## config.mk

```make
export PLATFORM = sky130hd
export DESIGN_NAME = player_health_tracker
export DESIGN_NICKNAME = d
export VERILOG_FILES = /design/src/rtl/game_pkg.sv /design/src/rtl/player_health_unit.sv /design/src/rtl/player_health_tracker.sv
export SDC_FILE = /design/constraint.sdc
export NUM_CORES = 1
export LEC_CHECK = 0
export CAP_MARGIN = 20
export CORE_MARGIN = 2
export CORE_UTILIZATION = 45
export CTS_BUF_LIST = sky130_fd_sc_hd__clkbuf_16
export DETAILED_ROUTE_END_ITERATION = 7
export GPL_TIMING_DRIVEN = 0
export PLACE_DENSITY = 0.66
export SYNTH_ARGS = -nofsm -noshare
export SYNTH_HDL_FRONTEND = slang
export SYNTH_HIERARCHICAL = 1
export SYNTH_SLANG_ARGS = --single-unit
```

## constraint.sdc

```tcl
create_clock -name frame_clk -period 4.98 [get_ports frame_clk]
set_input_delay 0.996 -clock frame_clk [delete_from_list [all_inputs] [get_ports frame_clk]]
set_output_delay 0.996 -clock frame_clk [all_outputs]
set_load 0.01 [all_outputs]
```

## src/rtl/game_pkg.sv

```systemverilog
// Shared types and constants for the two-player health / round tracker.
package game_pkg;

  localparam int HEALTH_W = 4;

  typedef enum logic [1:0] {
    PLAYING = 2'b00,
    P1_WINS = 2'b01,
    P2_WINS = 2'b10,
    DRAW    = 2'b11
  } round_state_t;

  localparam logic [1:0] WIN_NONE = 2'b00;
  localparam logic [1:0] WIN_P1   = 2'b01;
  localparam logic [1:0] WIN_P2   = 2'b10;
  localparam logic [1:0] WIN_DRAW = 2'b11;

endpackage

```

## src/rtl/player_health_unit.sv

```systemverilog
// One player's hit edge detect, invulnerability window and health register.
module player_health_unit
  import game_pkg::*;
#(
  parameter int MAX_HEALTH    = 3,
  parameter int INVULN_FRAMES = 60
) (
  input  logic                frame_clk,
  input  logic                Reset,
  input  logic                hit,
  input  logic                enable,
  input  logic                restart,
  output logic [HEALTH_W-1:0] health,
  output logic                invuln,
  output logic                accepted
);

  localparam int INV_W = (INVULN_FRAMES > 0) ? $clog2(INVULN_FRAMES + 1) : 1;

  logic             prev_hit;
  logic [INV_W-1:0] inv_cnt;

  // Restart wins over a hit sampled on the same edge.
  assign accepted = hit & ~prev_hit & (inv_cnt == '0) & enable & ~restart;
  assign invuln   = (inv_cnt != '0);

  always_ff @(posedge frame_clk) begin
    if (Reset) begin
      prev_hit <= 1'b0;
      health   <= HEALTH_W'(MAX_HEALTH);
      inv_cnt  <= '0;
    end else begin
      // Edge register keeps sampling through restart so held levels never count.
      prev_hit <= hit;
      if (restart) begin
        health  <= HEALTH_W'(MAX_HEALTH);
        inv_cnt <= '0;
      end else if (accepted) begin
        health  <= (health != '0) ? health - HEALTH_W'(1) : '0;
        inv_cnt <= INV_W'(INVULN_FRAMES);
      end else if (inv_cnt != '0) begin
        inv_cnt <= inv_cnt - INV_W'(1);
      end
    end
  end

endmodule

```

## src/rtl/player_health_tracker.sv

```systemverilog
// Round FSM and bullet-clear routing around two player health units.
module player_health_tracker
  import game_pkg::*;
#(
  parameter int MAX_HEALTH    = 3,
  parameter int INVULN_FRAMES = 60
) (
  input  logic                frame_clk,
  input  logic                Reset,
  input  logic                player_1_hit,
  input  logic                player_2_hit,
  input  logic                restart,
  output logic [HEALTH_W-1:0] p1_health,
  output logic [HEALTH_W-1:0] p2_health,
  output logic                p1_invuln,
  output logic                p2_invuln,
  output logic                bullet1_clear,
  output logic                bullet2_clear,
  output logic                game_over,
  output logic [1:0]          winner
);

  round_state_t state, state_next;
  logic         enable, acc1, acc2, p1_dead, p2_dead;

  assign enable = (state == PLAYING);

  player_health_unit #(.MAX_HEALTH(MAX_HEALTH), .INVULN_FRAMES(INVULN_FRAMES)) u_p1 (
    .frame_clk(frame_clk), .Reset(Reset), .hit(player_1_hit), .enable(enable),
    .restart(restart), .health(p1_health), .invuln(p1_invuln), .accepted(acc1)
  );

  player_health_unit #(.MAX_HEALTH(MAX_HEALTH), .INVULN_FRAMES(INVULN_FRAMES)) u_p2 (
    .frame_clk(frame_clk), .Reset(Reset), .hit(player_2_hit), .enable(enable),
    .restart(restart), .health(p2_health), .invuln(p2_invuln), .accepted(acc2)
  );

  // Health as it will be after this edge's decrement.
  assign p1_dead = (p1_health == '0) | ((p1_health == HEALTH_W'(1)) & acc1);
  assign p2_dead = (p2_health == '0) | ((p2_health == HEALTH_W'(1)) & acc2);

  always_ff @(posedge frame_clk) begin
    if (Reset) begin
      state         <= PLAYING;
      bullet1_clear <= 1'b0;
      bullet2_clear <= 1'b0;
    end else begin
      state         <= state_next;
      bullet1_clear <= acc2 & ~restart;
      bullet2_clear <= acc1 & ~restart;
    end
  end

  always_comb begin
    state_next = state;
    if (restart) begin
      state_next = PLAYING;
    end else if (state == PLAYING) begin
      if (p1_dead && p2_dead)  state_next = DRAW;
      else if (p1_dead)        state_next = P2_WINS;
      else if (p2_dead)        state_next = P1_WINS;
    end
  end

  always_comb begin
    winner = WIN_NONE;
    case (state)
      P1_WINS: winner = WIN_P1;
      P2_WINS: winner = WIN_P2;
      DRAW:    winner = WIN_DRAW;
      default: winner = WIN_NONE;
    endcase
  end

  assign game_over = (state != PLAYING);

endmodule

```

## Yosys cells after proc, flatten, opt, wreduce, memory -nomap -nowiden

Index checks and enable logic that the tools add are counted.
W data, S select, Z words.

- Add/subtract/negate cells: 4
- Eq/ne operators: 5
- Mux-type cells: 10
- Bitwise operators: 17
- Reductions and logical operators: 18

Operators by type and width:

| cell | number |
|---|---|
| $mux W6 | 4 |
| $and A1 B1 Y1 | 12 |
| $logic_not A6 Y1 | 2 |
| $reduce_bool A6 Y1 | 2 |
| $sub A6 B1 Y6 const B | 2 |
| $eq A4 B1 Y1 const B | 2 |
| $logic_not A4 Y1 | 2 |
| $mux W4 | 2 |
| $reduce_bool A4 Y1 | 2 |
| $sub A4 B1 Y4 const B | 2 |
| $mux W2 | 3 |
| $pmux W2 S3 | 1 |
| $reduce_bool A2 Y1 | 3 |
| $reduce_or A3 Y1 | 2 |
| $eq A2 B2 Y1 const B | 2 |
| $not A1 Y1 | 3 |
| $reduce_bool A3 Y1 | 1 |
| $eq A2 B1 Y1 const B | 1 |
| $logic_not A2 Y1 | 1 |
| $or A1 B1 Y1 | 2 |
| $reduce_and A2 Y1 | 1 |
| $reduce_or A2 Y1 | 1 |
| $logic_and A1 B1 Y1 | 1 |

- Flip-flop bits (word level): 26
- Input port bits: 5
- Output and inout port bits: 15
- Word-level logic and storage cells: 65

## Longest topological paths before layout

Gate-level depths: netlist (run 1).

- Word-level depth: 10
- Gate-level depth with buffers: 7
- Depth with buffers taken out: 7

## Hierarchy

The synthesis (run 1) kept the hierarchy.

By module, submodules not included:

| module | instances | cells an instance | area each (um^2) | sequential area each (um^2) |
|---|---|---|---|---|
| player_health_unit | 2 | 66 | 578.1 | 220.2 |
| player_health_tracker | 1 | 21 | 180.2 | 80.1 |

## Worst setup path after synthesis (run 1)

OpenSTA, ideal clock, no wires.

- Path kind: reg-to-output
- From: register u_p1.inv_cnt[0]
- To: output p1_invuln
- Data arrival time: 1109 ps
- Required time: 3984 ps
- Path slack: 2875 ps
- Stages on the path, launching flop included: 5
- Path buffers: 0
- Cells stage by stage: dfxtp_1 > inv_1 > ha_1 > nor3b_1 > nand2_1

- Longest elaborated chain between the ends: 1

Ends and longest elaborated chain:

| what | RTL line | text |
|---|---|---|
| start: declaration | player_health_unit.sv:21 | `logic [INV_W-1:0] inv_cnt;` |
| start signal: assignment | player_health_unit.sv:40 | `inv_cnt <= INV_W'(INVULN_FRAMES);` |
| start signal: assignment | player_health_unit.sv:42 | `inv_cnt <= inv_cnt - INV_W'(1);` |
| $reduce_bool A6 Y1 | player_health_unit.sv:25 | `assign invuln = (inv_cnt != '0);` |
| end: declaration | player_health_tracker.sv:15 | `output logic p1_invuln,` |

No other way between the ends.

## Final worst setup path (run 1)

Ends and elaborated chain as after synthesis.

==> results.toml, run 1 <==
[floorplan]
die_w_um = 58.50
fp.dieH_um = 58.50
start_util_pct = 48.04
io_pins = 20
core_area_mm2 = 0.002781
die-area_mm2 = 0.003422
core.rowCount = 19

[placed_design]
port_buffers = 19
place_hpwl_mm = 2.234
pre_cts_slack_ns = 1.918
finalWeightedCongestion = 0.7726
dp_cells = 203

[setup_path]
worstReg2RegStart = "u_p2/inv_cnt[0]"
crit_chain = "inv_1, ha_1, nor3b_1, nand2_1, clkdlybuf4s50_1"
cpPeakStageDelay_ns = 0.53
crit_arrival_ns = 2.11
reg2reg_to = "u_p2/health[3]"
crit_slowest_cell = "nor3b_1"
start_kind = "flop"
timing.critical_path.from = "u_p1/inv_cnt[0]"
cp_max_fo = 5
worst_ep_required_time_ns = 3.98
worstSetupEndpoint = "p1_invuln"
critPathKind = "reg -> out"
reg2reg_slack_ns = 2.97
reg2reg_depth = 6
cp-end-kind = "primary output"

[layout]
instances_no_fill = 208
syn2layout_area_growth_pct = 23.50
final_common_cell = "dfxtp_1"
final_cell_mix = "dfxtp_1, clkdlybuf4s50_1, nor2_1"
multi_input_area_um2 = 745.7
diodes = 0
ff_latch_area_um2 = 520.5
fin_nets = 186
drive_gt1_share_pct = 7.910
fill_cells = 248

[global_route]
antenna_found_initial = 0
grt_overflow_total = 0
grt_pass1_vias = 1144
grt_pass1_wl_mm = 5.085
grt_util_all_layers_pct = 19.15
grt_max_degree = 14

[clock_network]
cts_num_sinks = 26
post_cts_buffers = 0
cts-resized-gates = 0
cts_buffers = 3
clk_pin_slew_ns = 0.06
cts.htree.levels = 1
cts_buffer_depth = 2
ctsHoldBuffers = 0
clk_latency_ns = 0.25
cts-root-buf = "clkbuf_16"
cts_tree = "built"

[pwr]
intPower_w = 0.0004464
finalPower_w = 0.0006711
p_sw_share_pct = 33.49
p_leak_nw = 0.5994
peakVddDrop_v = 0.0002368
power_density_mw_per_mm2 = 406.7
combPwrFrac_pct = 37.4
p_clk_share_pct = 25.6
p_sw_w = 0.0002247
power_frac_seq_pct = 37.0

[timing]
skew_ns = 0.003087
fin_tns_setup_ns = 0
finalHoldViolations = 0
fin_ws_ns = 1.876
tightest_slew_ns = 0.6770
rsz0062_at_grt = "false"
max_slew_margin_pct = 54.25
fmax_ghz = 0.3222
setup_viol = 0
finalCritPeriodShare_pct = 62.33
final.min_clock_period_ns = 3.104
drv_slew = 0

[drt]
highest_layer = "met4"
viasPerCell = 6.005
vias = 1249
wl_per_cell_um = 14.76
dr_wl_met2_mm = 1.532
wl_met1_mm = 1.417
finalWirelength_mm = 3.071
drtPass1Iterations = 4
ant_nets = 0
drc_errors = 0
wl_met3_um = 110
initialDrtViolationCount = 69

[yosys]
synthesis.area_mm2 = 0.001336
synth_edf_count = 0
yosysSeqAreaShare_pct = 38.95
synth_top_flop_cell = "dfxtp_1"
syn-num-nets = 160
netlist_instances = 153
yosysUniqueCellTypes = 38
ys_top_cells_by_area = "dfxtp_1, a21oi_1, nor2_1, nor3b_1, o211ai_1"
yosys_warnings = 6
avgSynthCellArea_um2 = 8.734
ys_ff_latch = 26
yosysTopAreaCell = "dfxtp_1"
synth.top_cell.area_share_pct = 38.95
async_reset_ff_share_pct = 0

[flow_run]
cap_violations = 0

[run_status]
status = "finished clean"

[hold_path]
min_path_type = "reg -> reg"
[layer usage]
layer | vias up | GRT usage (%)
li1 | 629 | -
met5 | - | 0
met4 | 0 | 7.309
met3 | 2 | 3.077
met2 | 21 | 33.23
met1 | 597 | 23.70
[cells in the mapped netlist, types with 4 or more instances]
master     n
nor3_1     6
nor3b_1    6
o31ai_1    4
a21oi_1   10
o41ai_1    4
o211ai_1   6
or2_2      5
dfxtp_1   26
nand4_1    6
inv_1      9
nand2_1    6
nor2_1    13
or4_1      4
[sequential cells by signal, summed over array words and instances, names as in the netlist]
signal         cells
u_p2/prev_hit      1
state              2
bullet2_clear      1
u_p1/health        4
u_p1/prev_hit      1
u_p1/inv_cnt       6
u_p2/inv_cnt       6
bullet1_clear      1
u_p2/health        4
[how the worst min path moves through the flow]
stage / start / to / slack (ns) / cells after the start
2_1_floorplan: u_p1/inv_cnt[0] / u_p1/inv_cnt[0] / 0.46 / 2
3_3_place_gp: u_p1/inv_cnt[0] / u_p1/inv_cnt[0] / 0.47 / 2
3_5_place_dp: u_p2/inv_cnt[0] / u_p2/inv_cnt[0] / 0.48 / 2
4_1_cts: u_p2/inv_cnt[0] / u_p2/inv_cnt[0] / 0.49 / 2
5_1_grt: u_p1/inv_cnt[0] / u_p1/inv_cnt[0] / 0.53 / 2
6_report: u_p2/inv_cnt[0] / u_p2/inv_cnt[0] / 0.49 / 2
[layout make-up]
type                    count  share of cell area [%]
inverters                   9                   2.047
clock buffers               3                   4.549
repair buffers             21                   12.13
well taps                  31                   2.350
flip-flops and latches     26                   31.54
plain buffers               6                   2.199
multi-input cells         112                   45.19
[per-stage QoR]
step                      cell area [um^2]  hold slack, ns  util, %
after detailed placement              1565          0.4828    56.28
after floorplan                       1336          0.4581        -
after global placement                1565          0.4709    56.28
after global routing                  1650          0.5251    59.33
after CTS                             1640          0.4932    58.97
final                                 1650          0.4887    59.33
[critical path, delay by kind of cell, from the launching register on]
kind / cells / cell delay (ns)
buffers and inverters: 2 / 0.60
DFF: 1 / 0.33
adders and majority gates: 1 / 0.21
and+or+nand+nor: 2 / 0.73
[power by group through the flow]
stage	combinational, W	sequential (W)	clock (W)
3_3_place_gp	0.000242	0.000250	0
2_1_floorplan	0.000180	0.000247	0
5_1_grt	0.000280	0.000251	0.000190
4_1_cts	0.000249	0.000247	0.000177
3_5_place_dp	0.000247	0.000252	0
6_report	0.000251	0.000248	0.000172
[cell families after synthesis]
family / Yosys count / synth area share, %
multiplexers: 2 / 1.498
flip-flops: 26 / 38.95
buffers and inverters: 15 / 5.244
AO/OA/AOI/OAI: 40 / 21.72
AND/OR/NAND/NOR: 68 / 30.71
adder cells (fa/ha/maj): 2 / 1.872
Note: power is estimated with default switching activity, not from simulation.
==> run 2, diff against run 1 <==
--- a/config.mk
+++ b/config.mk
@@ -11,7 +11,7 @@
 export CTS_BUF_LIST = sky130_fd_sc_hd__clkbuf_16
 export DETAILED_ROUTE_END_ITERATION = 7
 export GPL_TIMING_DRIVEN = 0
-export PLACE_DENSITY = 0.66
+export PLACE_DENSITY = 0.69
 export SYNTH_ARGS = -nofsm -noshare
 export SYNTH_HDL_FRONTEND = slang
 export SYNTH_HIERARCHICAL = 1
==> constraint.sdc (replaced) <==
create_clock -name frame_clk -period 2.7 [get_ports frame_clk]
set_input_delay 0.54 -clock frame_clk [delete_from_list [all_inputs] [get_ports frame_clk]]
set_output_delay 0.54 -clock frame_clk [all_outputs]
set_load 0.01 [all_outputs]
==> run 2 against run 1 <==
Routed wire length decreased by 2.9%. Non-clock buffer count stayed put. Critical path type unchanged. Critical path depth is the same. Largest cell class unchanged.
==> results.toml, run 2 (synthesis gave the netlist of run 1 again) <==
[global_route]
grt_util_all_layers_pct = 17.98
antenna_found_initial = 0
grt_overflow_total = 0
grt_max_degree = 16
grt_pass1_vias = 1125
grt_pass1_wl_mm = 4.905

[timing]
fmax_ghz = 0.4160
tightest_slew_ns = 0.6375
setup_viol = 0
drv_slew = 0
finalHoldViolations = 0
finalCritPeriodShare_pct = 89.04
skew_ns = 0.004129
fin_tns_setup_ns = 0
final.min_clock_period_ns = 2.404
max_slew_margin_pct = 56.92
rsz0062_at_grt = "false"

[setup_path]
reg2reg_slack_ns = 0.70
crit_chain = "inv_1, ha_1, nor3b_2, nand2_1, clkdlybuf4s50_1"
crit_arrival_ns = 1.86
cp-end-kind = "primary output"
crit_family = "buffers and inverters"
start_kind = "flop"
critPathKind = "reg -> out"
reg2reg_depth = 6
cpPeakStageDelay_ns = 0.51
cp_num_buf_inv = 2
worstReg2RegStart = "u_p1/inv_cnt[0]"
crit_slowest_cell = "clkdlybuf4s50_1"
worst_ep_required_time_ns = 2.16
reg2reg_to = "u_p1/health[3]"
cp_max_fo = 5

[clock_network]
post_cts_buffers = 0
cts-resized-gates = 0
clk_latency_ns = 0.26
cts-root-buf = "clkbuf_16"
cts.htree.levels = 1
clk_pin_slew_ns = 0.07
cts_num_sinks = 26
cts_tree = "built"
cts_buffers = 3
cts_buffer_depth = 2
ctsHoldBuffers = 0

[pwr]
power_frac_seq_pct = 33.8
peakVddDrop_v = 0.0005370
intPower_w = 0.0009276
p_leak_nw = 0.6196
p_sw_w = 0.0004243
combPwrFrac_pct = 34.4
power_density_mw_per_mm2 = 799.8
p_clk_share_pct = 31.8
p_sw_share_pct = 31.39

[floorplan]
io_pins = 20
core_area_mm2 = 0.002781
fp.dieH_um = 58.50
die-area_mm2 = 0.003422
start_util_pct = 48.04
core.rowCount = 19
die_w_um = 58.50

[drt]
drtPass1Iterations = 4
highest_layer = "met4"
vias = 1259
wl_met3_um = 83
initialDrtViolationCount = 79
drc_errors = 0
wl_per_cell_um = 14.26
wl_met1_mm = 1.400
finalWirelength_mm = 2.981
ant_nets = 0
viasPerCell = 6.024
dr_wl_met2_mm = 1.482

[layout]
instances_no_fill = 209
ff_latch_area_um2 = 520.5
fill_cells = 253
fin_nets = 186
drive_gt1_share_pct = 9.551
multi_input_area_um2 = 755.7
largest_registers = "u_p1/inv_cnt: 6 flops, u_p2/inv_cnt: 6 flops"
diodes = 0
final_cell_mix = "dfxtp_1, clkdlybuf4s50_1, nor2_1"
syn2layout_area_growth_pct = 26.50
final_common_cell = "dfxtp_1"

[hold_path]
holdPathEnd = "u_p1/inv_cnt[0]"
min_path_type = "reg -> reg"
worstHoldStart = "u_p1/inv_cnt[0]"
whs_path_depth = 2

[flow_run]
cap_violations = 0

[placed_design]
place_hpwl_mm = 2.164
finalWeightedCongestion = 0.8284
port_buffers = 19
dp_cells = 203

[run_status]
status = "finished clean"
run 2: cell count changes in the layout (fill, tap and decap cells not counted):
cell	previous run	this run
clkbuf_2	2	1
buf_2	2	3
bufinv_16	0	1
nor3b_1	6	4
nor3b_2	0	2
run 2: per-stage QoR:
stage	total power [W]	utilization [%]	setup WS, ns	instance area, um^2	hold WS [ns]
global route	0.001431	60.77	0.1567	1690	0.5018
finish	0.001352	60.77	0.2960	1690	0.4882
global placement	0.0009043	56.28	0.1431	1565	0.4721
floorplan	0.0007875	-	0.8400	1336	0.4581
CTS	0.001350	60.05	0.06000	1670	0.4907
detailed placement	0.0009175	56.28	0.1214	1565	0.4811
run 2: how the worst max path moves through the flow:
| stage | start | to | cells past startpoint |
|---|---|---|---|
| floorplan | u_p1/inv_cnt[0] | u_p1/health[3] | 6 |
| global placement | restart | u_p2/health[2] | 4 |
| detailed placement | restart | u_p1/health[2] | 4 |
| CTS | u_p1/inv_cnt[0] | p1_invuln | 5 |
| global route | u_p1/inv_cnt[0] | p1_invuln | 5 |
| finish | u_p1/inv_cnt[0] | p1_invuln | 5 |
run 2: cell type report:
cell class                 instances  area share, %
multi-input combinational        112          44.71
clock inverter                     1          1.776
tap                               31          2.295
sequential                        26          30.79
inverter                           9          1.999
clock buffer                       3          4.441
buffer                             6          2.147
timing repair buffer              21          11.84
run 2: worst reg2reg max path, delay by kind of cell (launching register included):
kind | cells | cell delay, ns
AOI/OAI and AO/OA | 1 | 0.29
and+or+nand+nor | 2 | 0.83
buffers and inverters | 2 | 0.23
adders and majority gates | 1 | 0.22
DFF | 1 | 0.32
run 2: per-layer routing:
layer / global-route usage, % / up-vias
met4: 6.312 / 0
li1: - / 636
met5: 0 / -
met1: 23.06 / 597
met3: 1.978 / 2
met2: 31.14 / 24
run 2: power by group through the flow:
stage          logic [W]  clock network, W  registers [W]
2_1_floorplan   0.000331                 0       0.000456
5_1_grt         0.000517          0.000452       0.000462
3_5_place_dp    0.000454                 0       0.000463
6_report        0.000465          0.000429       0.000457
3_3_place_gp    0.000442                 0       0.000462
4_1_cts         0.000457          0.000440       0.000454
==> run 3, diff against run 2 <==
--- a/config.mk
+++ b/config.mk
@@ -8,9 +8,7 @@
 export CAP_MARGIN = 20
 export CORE_MARGIN = 2
 export CORE_UTILIZATION = 45
-export CTS_BUF_LIST = sky130_fd_sc_hd__clkbuf_16
 export DETAILED_ROUTE_END_ITERATION = 7
-export GPL_TIMING_DRIVEN = 0
 export PLACE_DENSITY = 0.69
 export SYNTH_ARGS = -nofsm -noshare
 export SYNTH_HDL_FRONTEND = slang
==> run 3 against run 2 <==
Worst hold slack gained 0.0087 ns. Design area shrank 4.2%. Final cell count shrank 1.4%. Largest cell class unchanged. Via count shrank 0.64%. Critical endpoint unchanged.
==> results.toml, run 3 (synthesis gave the netlist of run 1 again) <==
[clock_network]
post_cts_buffers = 0
cts_buffers = 3
cts-resized-gates = 0
cts_num_sinks = 26
clk_latency_ns = 0.32
ctsHoldBuffers = 0
cts-root-buf = "clkbuf_4"
clk_pin_slew_ns = 0.15
cts_tree = "built"
cts_buffer_depth = 2
cts.htree.levels = 1

[setup_path]
reg2reg_slack_ns = 0.72
critPathKind = "reg -> out"
crit_family = "buffers and inverters"
cpPeakStageDelay_ns = 0.54
crit_arrival_ns = 1.95
crit_slowest_cell = "clkdlybuf4s50_1"
cp_num_buf_inv = 3
cp-end-kind = "primary output"
cp_max_fo = 5
start_kind = "flop"
crit_chain = "inv_1, ha_1, nor3b_1, buf_4, nand2_1, clkdlybuf4s50_1"
worst_ep_required_time_ns = 2.16

[layout]
fin_nets = 183
fill_cells = 243
diodes = 0
ff_latch_area_um2 = 520.5
syn2layout_area_growth_pct = 21.16
final_common_cell = "dfxtp_1"
multi_input_area_um2 = 745.7
drive_gt1_share_pct = 9.143
instances_no_fill = 206
largest_registers = "u_p1/inv_cnt: 6 flops, u_p2/inv_cnt: 6 flops"
final_cell_mix = "dfxtp_1, clkdlybuf4s50_1, nor2_1"

[pwr]
finalPower_w = 0.001190
peakVddDrop_v = 0.0004709
power_frac_seq_pct = 39.1
p_sw_share_pct = 33.83
combPwrFrac_pct = 38.6
power_density_mw_per_mm2 = 735.0
p_leak_nw = 0.5781
p_clk_share_pct = 22.3
p_sw_w = 0.0004026
intPower_w = 0.0007874

[drt]
finalWirelength_mm = 2.952
viasPerCell = 6.073
drc_errors = 0
ant_nets = 0
wl_per_cell_um = 14.33
vias = 1251
drtPass1Iterations = 4
initialDrtViolationCount = 63

[timing]
tightest_slew_ns = 0.4490
finalCritPeriodShare_pct = 92.28
fmax_ghz = 0.4014
finalHoldViolations = 0
final.min_clock_period_ns = 2.492
drv_slew = 0
max_slew_margin_pct = 69.84
skew_ns = 0.01298
setup_viol = 0
fin_tns_setup_ns = 0
rsz0062_at_grt = "false"

[global_route]
grt_pass1_wl_mm = 4.995
grt_overflow_total = 0
grt_max_degree = 16
antenna_found_initial = 0
grt_util_all_layers_pct = 18.44
grt_pass1_vias = 1183

[flow_run]
cap_violations = 0

[placed_design]
dp_cells = 202
finalWeightedCongestion = 0.8278
port_buffers = 19
place_hpwl_mm = 2.204

[hold_path]
min_path_type = "reg -> reg"

[run_status]
status = "finished clean"

[floorplan]
fp.dieH_um = 58.50
start_util_pct = 48.04
io_pins = 20
core.rowCount = 19
die_w_um = 58.50
die-area_mm2 = 0.003422
core_area_mm2 = 0.002781
-- run 3: changes by cell type in the layout (fill, tap and decap cells not counted) --
cell / change
buf_2: -3
buf_4: +5
clkbuf_1: -2
clkbuf_16: -3
clkbuf_2: -1
clkbuf_4: +3
dlygate4sd1_1: -1
dlygate4sd3_1: -1
nor3b_1: +2
nor3b_2: -2
-- run 3: final timing paths --
kind,startpoint,endpoint,cells after the start
worst max-delay path,u_p1/inv_cnt[0],p1_invuln,6
worst min-delay path,u_p1/inv_cnt[0],u_p1/inv_cnt[0],2
worst max register to register,u_p1/inv_cnt[0],u_p1/health[3],5
worst min register to register,u_p1/inv_cnt[0],u_p1/inv_cnt[0],2
-- run 3: final cells by class --
cell class	instances	area share, %
Sequential cell	26	32.15
Clock inverter	1	1.855
Tap cell	31	2.396
Clock buffer	3	1.391
Inverter	9	2.087
Multi-Input combinational cell	112	46.06
Timing Repair Buffer	24	14.06
-- run 3: per-layer routing --
layer,global-route usage (%),up-vias,share of wire [%]
met5,0,-,0
met2,34.03,36,52
met4,6.312,0,0.58
met3,1.978,2,3.2
li1,-,625,-
met1,22.01,588,44
-- run 3: through the flow --
| step | utilization [%] | hold slack (ns) | setup slack, ns | cell area (um^2) |
|---|---|---|---|---|
| after floorplan | - | 0.4581 | 0.8400 | 1336 |
| after global placement | 56.32 | 0.4748 | 0.4450 | 1567 |
| after detailed placement | 56.32 | 0.4829 | 0.3648 | 1567 |
| after CTS | 58.21 | 0.5009 | 0.1968 | 1619 |
| after global routing | 58.21 | 0.5306 | 0.02965 | 1619 |
| final | 58.21 | 0.4969 | 0.2084 | 1619 |
-- run 3: power groups by stage --
stage	Clock, W	Combinational (W)	Sequential, W
2_1_floorplan	0	0.000331	0.000456
3_3_place_gp	0	0.000448	0.000471
3_5_place_dp	0	0.000455	0.000473
4_1_cts	0.000272	0.000457	0.000464
5_1_grt	0.000285	0.000509	0.000472
6_report	0.000265	0.000460	0.000465
-- run 3: worst min-delay path: cells and delay by family, from the launching register on --
kind	cells	cell delay, ns
compound gates	1	0.05
flops	1	0.35
simple gates	1	0.07
